`src/rtl/vec_mem_seq.sv`:
```
// Multi-cycle memory sequencer for scalar and vector accesses.
// Holds stall until a single-port req/ack transfer completes.
module vec_mem_seq #(
  parameter int LANES  = 4,
  parameter int DATA_W = 8,
  parameter int ADDR_W = 16
) (
  input  logic                    clk,
  input  logic                    reset,
  input  logic [1:0]              cl_mem_op,
  input  logic                    cl_mem_st,
  input  logic [ADDR_W-1:0]       base_addr,
  input  logic [DATA_W-1:0]       wr_esc,
  input  logic [LANES*DATA_W-1:0] wr_vec,
  output logic                    stall,
  output logic                    mem_req,
  output logic                    mem_we,
  output logic [ADDR_W-1:0]       mem_addr,
  output logic [DATA_W-1:0]       mem_wdata,
  input  logic                    mem_ack,
  input  logic [DATA_W-1:0]       mem_rdata,
  output logic [DATA_W-1:0]       rd_esc,
  output logic [LANES*DATA_W-1:0] rd_vec,
  output logic                    done
);

  localparam int IW = (LANES > 1) ? $clog2(LANES) : 1;

  typedef enum logic [1:0] {
    IDLE,
    REQ,
    DONE
  } state_e;

  state_e                  state_q;
  logic [IW-1:0]           idx_q;
  logic [IW-1:0]           idx_n;
  logic                    vec_q;
  logic                    st_q;
  logic [ADDR_W-1:0]       base_q;
  logic [LANES*DATA_W-1:0] wvec_q;
  logic                    req_q;
  logic                    we_q;
  logic [ADDR_W-1:0]       addr_q;
  logic [DATA_W-1:0]       wdata_q;
  logic [DATA_W-1:0]       rd_esc_q;
  logic [LANES*DATA_W-1:0] rd_vec_q;
  logic                    done_q;

  logic is_sc;
  logic is_vec;
  logic last;

  assign is_sc  = (cl_mem_op == 2'b01);
  assign is_vec = (cl_mem_op == 2'b10);
  assign idx_n  = idx_q + IW'(1);
  assign last   = !vec_q || (idx_q == IW'(LANES - 1));

  // Stall must rise in the issue cycle so the control register freezes.
  assign stall = ((state_q == IDLE) && (is_sc || is_vec))
              || (state_q == REQ);

  assign mem_req   = req_q;
  assign mem_we    = we_q;
  assign mem_addr  = addr_q;
  assign mem_wdata = wdata_q;
  assign rd_esc    = rd_esc_q;
  assign rd_vec    = rd_vec_q;
  assign done      = done_q;

  always_ff @(posedge clk or negedge reset) begin
    if (!reset) begin
      state_q  <= IDLE;
      idx_q    <= '0;
      vec_q    <= 1'b0;
      st_q     <= 1'b0;
      base_q   <= '0;
      wvec_q   <= '0;
      req_q    <= 1'b0;
      we_q     <= 1'b0;
      addr_q   <= '0;
      wdata_q  <= '0;
      rd_esc_q <= '0;
      rd_vec_q <= '0;
      done_q   <= 1'b0;
    end else begin
      unique case (state_q)
        IDLE: begin
          if (is_sc || is_vec) begin
            state_q <= REQ;
            idx_q   <= '0;
            vec_q   <= is_vec;
            st_q    <= cl_mem_st;
            base_q  <= base_addr;
            wvec_q  <= wr_vec;
            req_q   <= 1'b1;
            we_q    <= cl_mem_st;
            addr_q  <= base_addr;
            wdata_q <= is_vec ? wr_vec[DATA_W-1:0] : wr_esc;
          end
        end
        REQ: begin
          if (mem_ack) begin
            if (!st_q) begin
              if (vec_q)
                rd_vec_q[int'(idx_q)*DATA_W +: DATA_W] <= mem_rdata;
              else
                rd_esc_q <= mem_rdata;
            end
            if (last) begin
              state_q <= DONE;
              req_q   <= 1'b0;
              we_q    <= 1'b0;
              done_q  <= 1'b1;
            end else begin
              idx_q   <= idx_n;
              addr_q  <= base_q + ADDR_W'(idx_n);
              wdata_q <= wvec_q[int'(idx_n)*DATA_W +: DATA_W];
            end
          end
        end
        DONE: begin
          state_q <= IDLE;
          idx_q   <= '0;
          done_q  <= 1'b0;
        end
        default: begin
          state_q <= IDLE;
        end
      endcase
    end
  end

endmodule

```
`config.mk`:
```
export PLATFORM = sky130hd
export DESIGN_NAME = vec_mem_seq
export DESIGN_NICKNAME = d
export VERILOG_FILES = /design/src/rtl/vec_mem_seq.sv
export SDC_FILE = /design/constraint.sdc
export NUM_CORES = 1
export LEC_CHECK = 0
export ABC_CLOCK_PERIOD_IN_PS = 5400
export CORE_ASPECT_RATIO = 1.25
export CORE_MARGIN = 10
export CORE_UTILIZATION = 35
export DETAILED_ROUTE_END_ITERATION = 8
export MAX_ROUTING_LAYER = met4
export PLACE_DENSITY = 0.67
export SETUP_SLACK_MARGIN = 0.05
export SLEW_MARGIN = 20
export SYNTH_ARGS = -nofsm -noshare
export SYNTH_HDL_FRONTEND = slang
export SYNTH_SLANG_ARGS = --single-unit
```
`constraint.sdc`:
```
create_clock -name clk -period 5.4 [get_ports clk]
set_input_delay 1.08 -clock clk [delete_from_list [all_inputs] [get_ports clk]]
set_output_delay 1.08 -clock clk [all_outputs]
set_load 0.02 [all_outputs]
```
==> metrics <==
Cell Area, Synth 5730 sq um; depth of the CTS H-tree 4; RSZ-0062 raised after global routing no; count of endpoints failing hold in the final timing report 0; via count of the first global-routing pass 5011; DRC Markers 0; data required time of the critical path 4.32 ns; io pins 138; worst setup path category in2out; post-synth cell types 47; crit path capture type output pin; CTS Root Buffer Type sky130_fd_sc_hd__clkbuf_16; # Max-Cap Violations 0; maximum fanout along the worst path 6; top cell type by total area after synthesis sky130_fd_sc_hd__dfrtp_1; count of clock tree sinks 121; cts repair resizes 0; number of synthesis warnings 0; placeable core region 16100 sq um; number of DRC markers after the initial detailed-route iteration 387; Cells after Synth 569; worst-case setup margin in the final layout 1.38 ns; height of the chip 163 um; placed cell count 894; Global Route Usage Sum 15.6%; Max VDD drop 0.000244 V; effective utilization at floorplan 35.5%; post-synthesis area per instance 10.1 sq um; cells taking the most area after synthesis sky130_fd_sc_hd__dfrtp_1 53%, sky130_fd_sc_hd__nand2_1 11%, sky130_fd_sc_hd__a21bo_2 4.7%; DRT Pass-1 Iters 6; total length of routed wires 16300 um; input/output buffers 137; n_diodes 0; clk_skew 0.00871 ns; maximum number of pins on one net before global-route repair 83; placer's final routability congestion estimate 0.840; standby leakage power 3.53 nW; total number of vias 4750; max incr delay on CP 0.62 ns; Min Clock Period, post-route 4.02 ns; die width 134 um; clock tree from TritonCTS yes; post-CTS repair timing setup buffer count 0; via-per-instance ratio 5.13; WL/cell 17.6 um; max-slew violation count 0; first-pass GRT wire length 26400 um; pre-CTS setup slack 1.39 ns; Rows 52; area added between synthesis and finish 36.5%; sequential area share after synthesis 52.8%; Worst path slowest cell sky130_fd_sc_hd__clkdlybuf4s50_1; fillers 1563; category of the worst setup path launch point primary input; Period Utilization, post-route 74.4%; portion of synthesized cell area occupied by the leading cell type 52.8%; crit-path cells clkdlybuf4s50_1 -> inv_1 -> ha_1 -> nor3_4 -> nor2_1 -> inv_1 -> clkdlybuf4s50_1; total power per unit cell area 562 nW/um^2; class of the tightest hold or removal check reg2reg; clock transition time at the flip-flop clock pins of the worst setup and hold paths 0.06 ns; number of antenna violations at the first check in global routing 0; worst-margin pin slew 0.887 ns; synthesis-stage register bit count 121; final total negative setup slack 0 ns; status completed; post-detailed-route count of antenna-violating nets 0; fraction of final layout cells sized beyond drive strength 1 12.4%; placed standard-cell area 7230 sq um; hold buffer count at CTS 0; floorplan die area 21900 sq um; Final setup violation count 0; Design Area, Final 7820 sq um; clock latency reported for the late side of the worst-skew pair 0.42 ns; Final nets 777; number of nets in the synthesized netlist 649; critical path arrival 2.94 ns; worst-case headroom to the max-slew limit 40.4%; final cell count without fillers 926; number of buffers on the longest clock path 2; Inserted Clock Buffers 17; total gr overflow 0; highest clock frequency the design can meet 249 MHz; Post-DP HPWL 11900 um
==> cell usage after synthesis (all sizes together) <==
cell type  count
nand4         37
a21bo         32
o211ai         2
nand3b         3
a211o          1
and3           3
nand3          6
buf           17
o31a           2
nor3b          3
nand2        170
ha             9
clkbuf        15
o31ai          2
and3b          1
o21ai         28
nor4           6
mux2           8
a22o           3
or2            1
a31oi          2
mux2i         11
mux4           8
nor2b          2
nand2b         2
dfrtp        121
inv           10
xnor2          7
a22oi          4
fa             1
a31o           3
a21oi         12
or3            2
o22ai          2
nor3          10
and4b          1
a21o           1
nor2          21
==> cell type report <==
type | count | area, sq um | share of cell area [%]
clock inverters | 11 | 123 | 1.57
clock buffers | 21 | 460 | 5.89
well taps | 216 | 270 | 3.46
inverters | 10 | 37.5 | 0.480
multi-input cells | 406 | 2500 | 32.0
flip-flops and latches | 121 | 3030 | 38.7
repair buffers | 141 | 1400 | 17.9
==> state kept, by name (all words and copies together), names as in the netlist <==
signal / cells
base_q: 16
done: 1
idx_q: 2
mem_addr: 16
mem_req: 1
mem_wdata: 8
mem_we: 1
rd_esc: 8
rd_vec: 32
st_q: 1
state_q: 2
vec_q: 1
wvec_q: 32
==> critical path, delay by kind of cell <==
family                   cells  cell delay, ns
adder cells (fa/ha/maj)      1            0.39
AND/OR/NAND/NOR              2            0.25
buffers and inverters        4            1.21
==> metrics by stage <==
step                      total power, mW  hold WS (ns)  utilization, %
after detailed placement             3.32         0.458            44.8
after floorplan                      2.61         0.440               -
after global routing                 4.70         0.493            48.5
after CTS                            4.45         0.478            48.4
final                                4.40         0.475            48.5
after global placement               3.25         0.452            44.8
==> power by group <==
group          leakage, nW  internal [mW]  switching, mW
Clock                0.275          0.701          0.409
Combinational         1.71          0.773          0.967
Sequential            1.54           1.26          0.286
==> logic make-up after synthesis <==
kind of cell / share of synthesized area [%]
compound gates: 12.1
xor+xnor: 1.07
fa+ha+maj: 2.31
buf+inv: 3.65
flops: 52.8
mux: 6.64
simple gates: 21.4
==> routing by layer <==
| layer | track usage, % | share of wire (%) | wire length, um | up-vias |
|---|---|---|---|---|
| met5 | - | 0 | 0 | - |
| met4 | 4.66 | 1.5 | 240 | 0 |
| met2 | 25.6 | 50 | 8140 | 167 |
| met1 | 18.5 | 43 | 7060 | 2331 |
| li1 | - | - | - | 2234 |
| met3 | 4.21 | 5.4 | 874 | 18 |
==> final timing paths <==
path / depth (start not counted) / to / slack (ns) / startpoint
max: 7 / stall / 1.38 / cl_mem_op[0]
min: 2 / wvec_q[8] / 0.48 / wvec_q[8]
max reg2reg: 7 / mem_addr[5] / 1.54 / idx_q[0]
min reg2reg: 2 / wvec_q[8] / 0.48 / wvec_q[8]
max in group asynchronous: 2 / mem_wdata[3] / 3.66 / reset
min in group asynchronous: 1 / base_q[5] / 0.72 / reset
==> cells in the final DEF, fill, tap and decap left out, types with 6 or more instances in the layout <==
cell type,count
sky130_fd_sc_hd__nand4_1,37
sky130_fd_sc_hd__nor3_1,8
sky130_fd_sc_hd__o21ai_0,27
sky130_fd_sc_hd__a21bo_2,27
sky130_fd_sc_hd__inv_1,10
sky130_fd_sc_hd__nand3_1,6
sky130_fd_sc_hd__nor4_1,6
sky130_fd_sc_hd__dfrtp_1,121
sky130_fd_sc_hd__clkbuf_16,17
sky130_fd_sc_hd__nand2_1,170
sky130_fd_sc_hd__ha_1,9
sky130_fd_sc_hd__mux2_2,8
sky130_fd_sc_hd__nor2_1,21
sky130_fd_sc_hd__mux2i_1,11
sky130_fd_sc_hd__xnor2_1,7
sky130_fd_sc_hd__mux4_2,8
sky130_fd_sc_hd__a21oi_1,12
sky130_fd_sc_hd__clkdlybuf4s50_1,136
No activity file was read; power rests on OpenSTA's default activity.
==> edit (config.mk and constraints unchanged) <==
The parameter `LANES` goes from 4 to 2.
--- a/src/rtl/vec_mem_seq.sv
+++ b/src/rtl/vec_mem_seq.sv
@@ -2,5 +2,5 @@
 // Holds stall until a single-port req/ack transfer completes.
 module vec_mem_seq #(
-  parameter int LANES  = 4,
+  parameter int LANES  = 2,
   parameter int DATA_W = 8,
   parameter int ADDR_W = 16
Interface: changed (resized rd_vec and wr_vec); port bits go from 138 to 106. No check against the original RTL was run, so the function may have changed too.
==> edit against the unedited design <==
  * Clock skew down 0.0020 ns
  * Worst setup slack improved by 0.081 ns
  * Sequential cell count is 33 lower
  * Wire length shrank 36%
  * Sequential share of layout area up 0.85 points
  * Synthesized area decreased by 29%
  * Cell area down 29%
  * First-iteration DRC count down 61%
  * Total power decreased by 24%
  * Highest routed layer unchanged
==> edit: results (changes against the unedited design) <==
| Metric | Value |
|---|---|
| Synth warnings | `0 (unchanged)` |
| Met1 Wirelength | `4480 um (-37%)` |
| Grt met3 use | `0.0333 (-0.00877)` |
| Clock skew | `0.00674 ns (-0.00197 ns)` |
| P_leak | `2.47 nW (-30%)` |
| GRT Total Usage | `0.135 (-0.0216)` |
| Tightest Hold Check Type | `flop to flop` |
| Status | `finished, final reports clean` |
| Synthesized net count | `462 (-29%)` |
| Met2 Track Usage GR | `0.220 (-0.0355)` |
| Met3 WL | `561 um (-36%)` |
| Antenna violations before repair | `0 (unchanged)` |
| Critical Path Fanout Max | `4 (-2)` |
| Worst slew pin tran | `0.737 ns (-0.150 ns)` |
| Worst-path clk slew | `0.06 ns (about the same)` |
| 1st-iter DRT viols | `151 (-61%)` |
| N_diodes | `0 (unchanged)` |
| Top cells by count, synth | `nand2_1, dfrtp_1, mux2_2, o21ai_0, nor2_1` |
| Routability Congestion | `0.765 (-8.9%)` |
| Met2 WL | `5270 um (-35%)` |
| Count of cell types in the netlist | `44 (-6.4%)` |
| Vias in the first global route | `3,423 (-32%)` |
| Clock Root Buffer | `clkbuf_16` |
| Critical path data arrival time | `2.86 ns (-0.08 ns)` |
| Top post-synthesis cells by area | `dfrtp_1, nand2_1, mux2_2` |
| CTS H-tree lvls | `3 (-1)` |
| PostCTS Resize Cnt | `0 (unchanged)` |
| Met1 Track Usage GR | `0.157 (-0.0280)` |
| DRT Pass-1 Iters | `4 (-2)` |
| Port Buffers | `105 (-23%)` |
| First-pass GRT wire length | `17,200 um (-35%)` |
| Internal power | `2.06 mW (-25%)` |
| CTS Buffer Depth | `2 (unchanged)` |
| # nets final | `560 (-28%)` |
| Top Metal Used | `met4` |
| Asr flop ratio synth | `1.00 (unchanged)` |
| Largest net degree at the start of global routing | `48 (-42%)` |
| # fillers | `1,050 (-33%)` |
| Ys flop type | `dfrtp_1` |
| DR WL/cell | `16.3 um (-7.8%)` |
| Seq/Total Area, Yosys | `0.542 (+0.0135)` |
| Dpl hpwl | `7600 um (-36%)` |
| Post-CTS setup repair buffer count | `0 (unchanged)` |
| Clk Latency, worst-skew pair | `0.33 ns (-0.09 ns)` |
| EDFF count, synth | `0 (unchanged)` |
| Layout cells sized above 1 | `0.114 (-0.00977)` |
| VDD IR max | `0.000242 V (-0.82%)` |
| Via Count | `3,216 (-32%)` |
| CTS Buf Count | `9 (-8)` |
[edit: changes by cell type after synthesis, sizes merged, moves of 5 or more]
cell | before | now
nand4 | 37 | 3
dfrtp | 121 | 88
nor3 | 10 | 5
buf | 17 | 12
mux2 | 8 | 32
a21bo | 32 | 0
mux4 | 8 | 0
ha | 9 | 3
nor2 | 21 | 16
nand2 | 170 | 120
[edit: critical path, stage by stage]
cell,delay [ns]
clkdlybuf4s50_1,0.45
inv_1,0.04
ha_1,0.36
nor3_2,0.16
nor2_1,0.09
inv_1,0.06
clkdlybuf4s50_1,0.60
[edit: final cells by class]
cell class | instances | area [sq um] | share of cell area
clock buffer | 10 | 239 | 0.0429
clock inverter | 6 | 67.6 | 0.0121
inverter | 8 | 30.0 | 0.00540
multi-input combinational | 285 | 1720 | 0.310
sequential | 88 | 2200 | 0.396
tap | 135 | 169 | 0.0304
timing repair buffer | 111 | 1130 | 0.204
[edit: logic make-up (layout without fill, tap and decap cells)]
group           after synthesis  in the layout  synth area share
xor+xnor                      7              7            0.0151
mux                          44             44             0.118
simple gates                172            172             0.193
fa+ha+maj                     3              3           0.00924
flops                        88             88             0.542
buf+inv                      32            135            0.0366
compound gates               59             59            0.0859
[edit: worst paths after layout]
path / start / endpoint / slack [ns] / cells after the start
hold reg to reg: wvec_q[2]$_DFFE_PN0P_ / wvec_q[2]$_DFFE_PN0P_ / 0.48 / 2
max in group asynchronous: reset / mem_wdata[7]$_DFFE_PN0P_ / 4.04 / 2
min in group asynchronous: reset / rd_esc[6]$_DFFE_PN0P_ / 0.74 / 1
setup / recovery: cl_mem_op[0] / stall / 1.46 / 7
setup reg to reg: idx_q$_DFFE_PN0P_ / mem_addr[8]$_DFFE_PN0P_ / 3.06 / 7
hold / removal: wvec_q[2]$_DFFE_PN0P_ / wvec_q[2]$_DFFE_PN0P_ / 0.48 / 2
[edit: stage by stage]
| step | instances | hold slack (ns) | total power [mW] | setup slack [ns] | area [sq um] |
|---|---|---|---|---|---|
| floorplan | 405 | 0.445 | 2.09 | 2.32 | 4060 |
| global placement | 625 | 0.459 | 2.69 | 1.49 | 5200 |
| detailed placement | 626 | 0.463 | 2.73 | 1.47 | 5230 |
| CTS | 642 | 0.479 | 3.38 | 1.47 | 5540 |
| global route | 643 | 0.495 | 3.59 | 1.43 | 5570 |
| finish | 643 | 0.476 | 3.35 | 1.46 | 5570 |
[edit: power groups by stage]
stage / clock, mW / sequential, mW / combinational [mW]
after floorplan: 0 / 1.38 / 0.705
after global placement: 0 / 1.21 / 1.47
after detailed placement: 0 / 1.23 / 1.50
after CTS: 0.651 / 1.22 / 1.51
after global routing: 0.676 / 1.27 / 1.64
final: 0.631 / 1.22 / 1.50
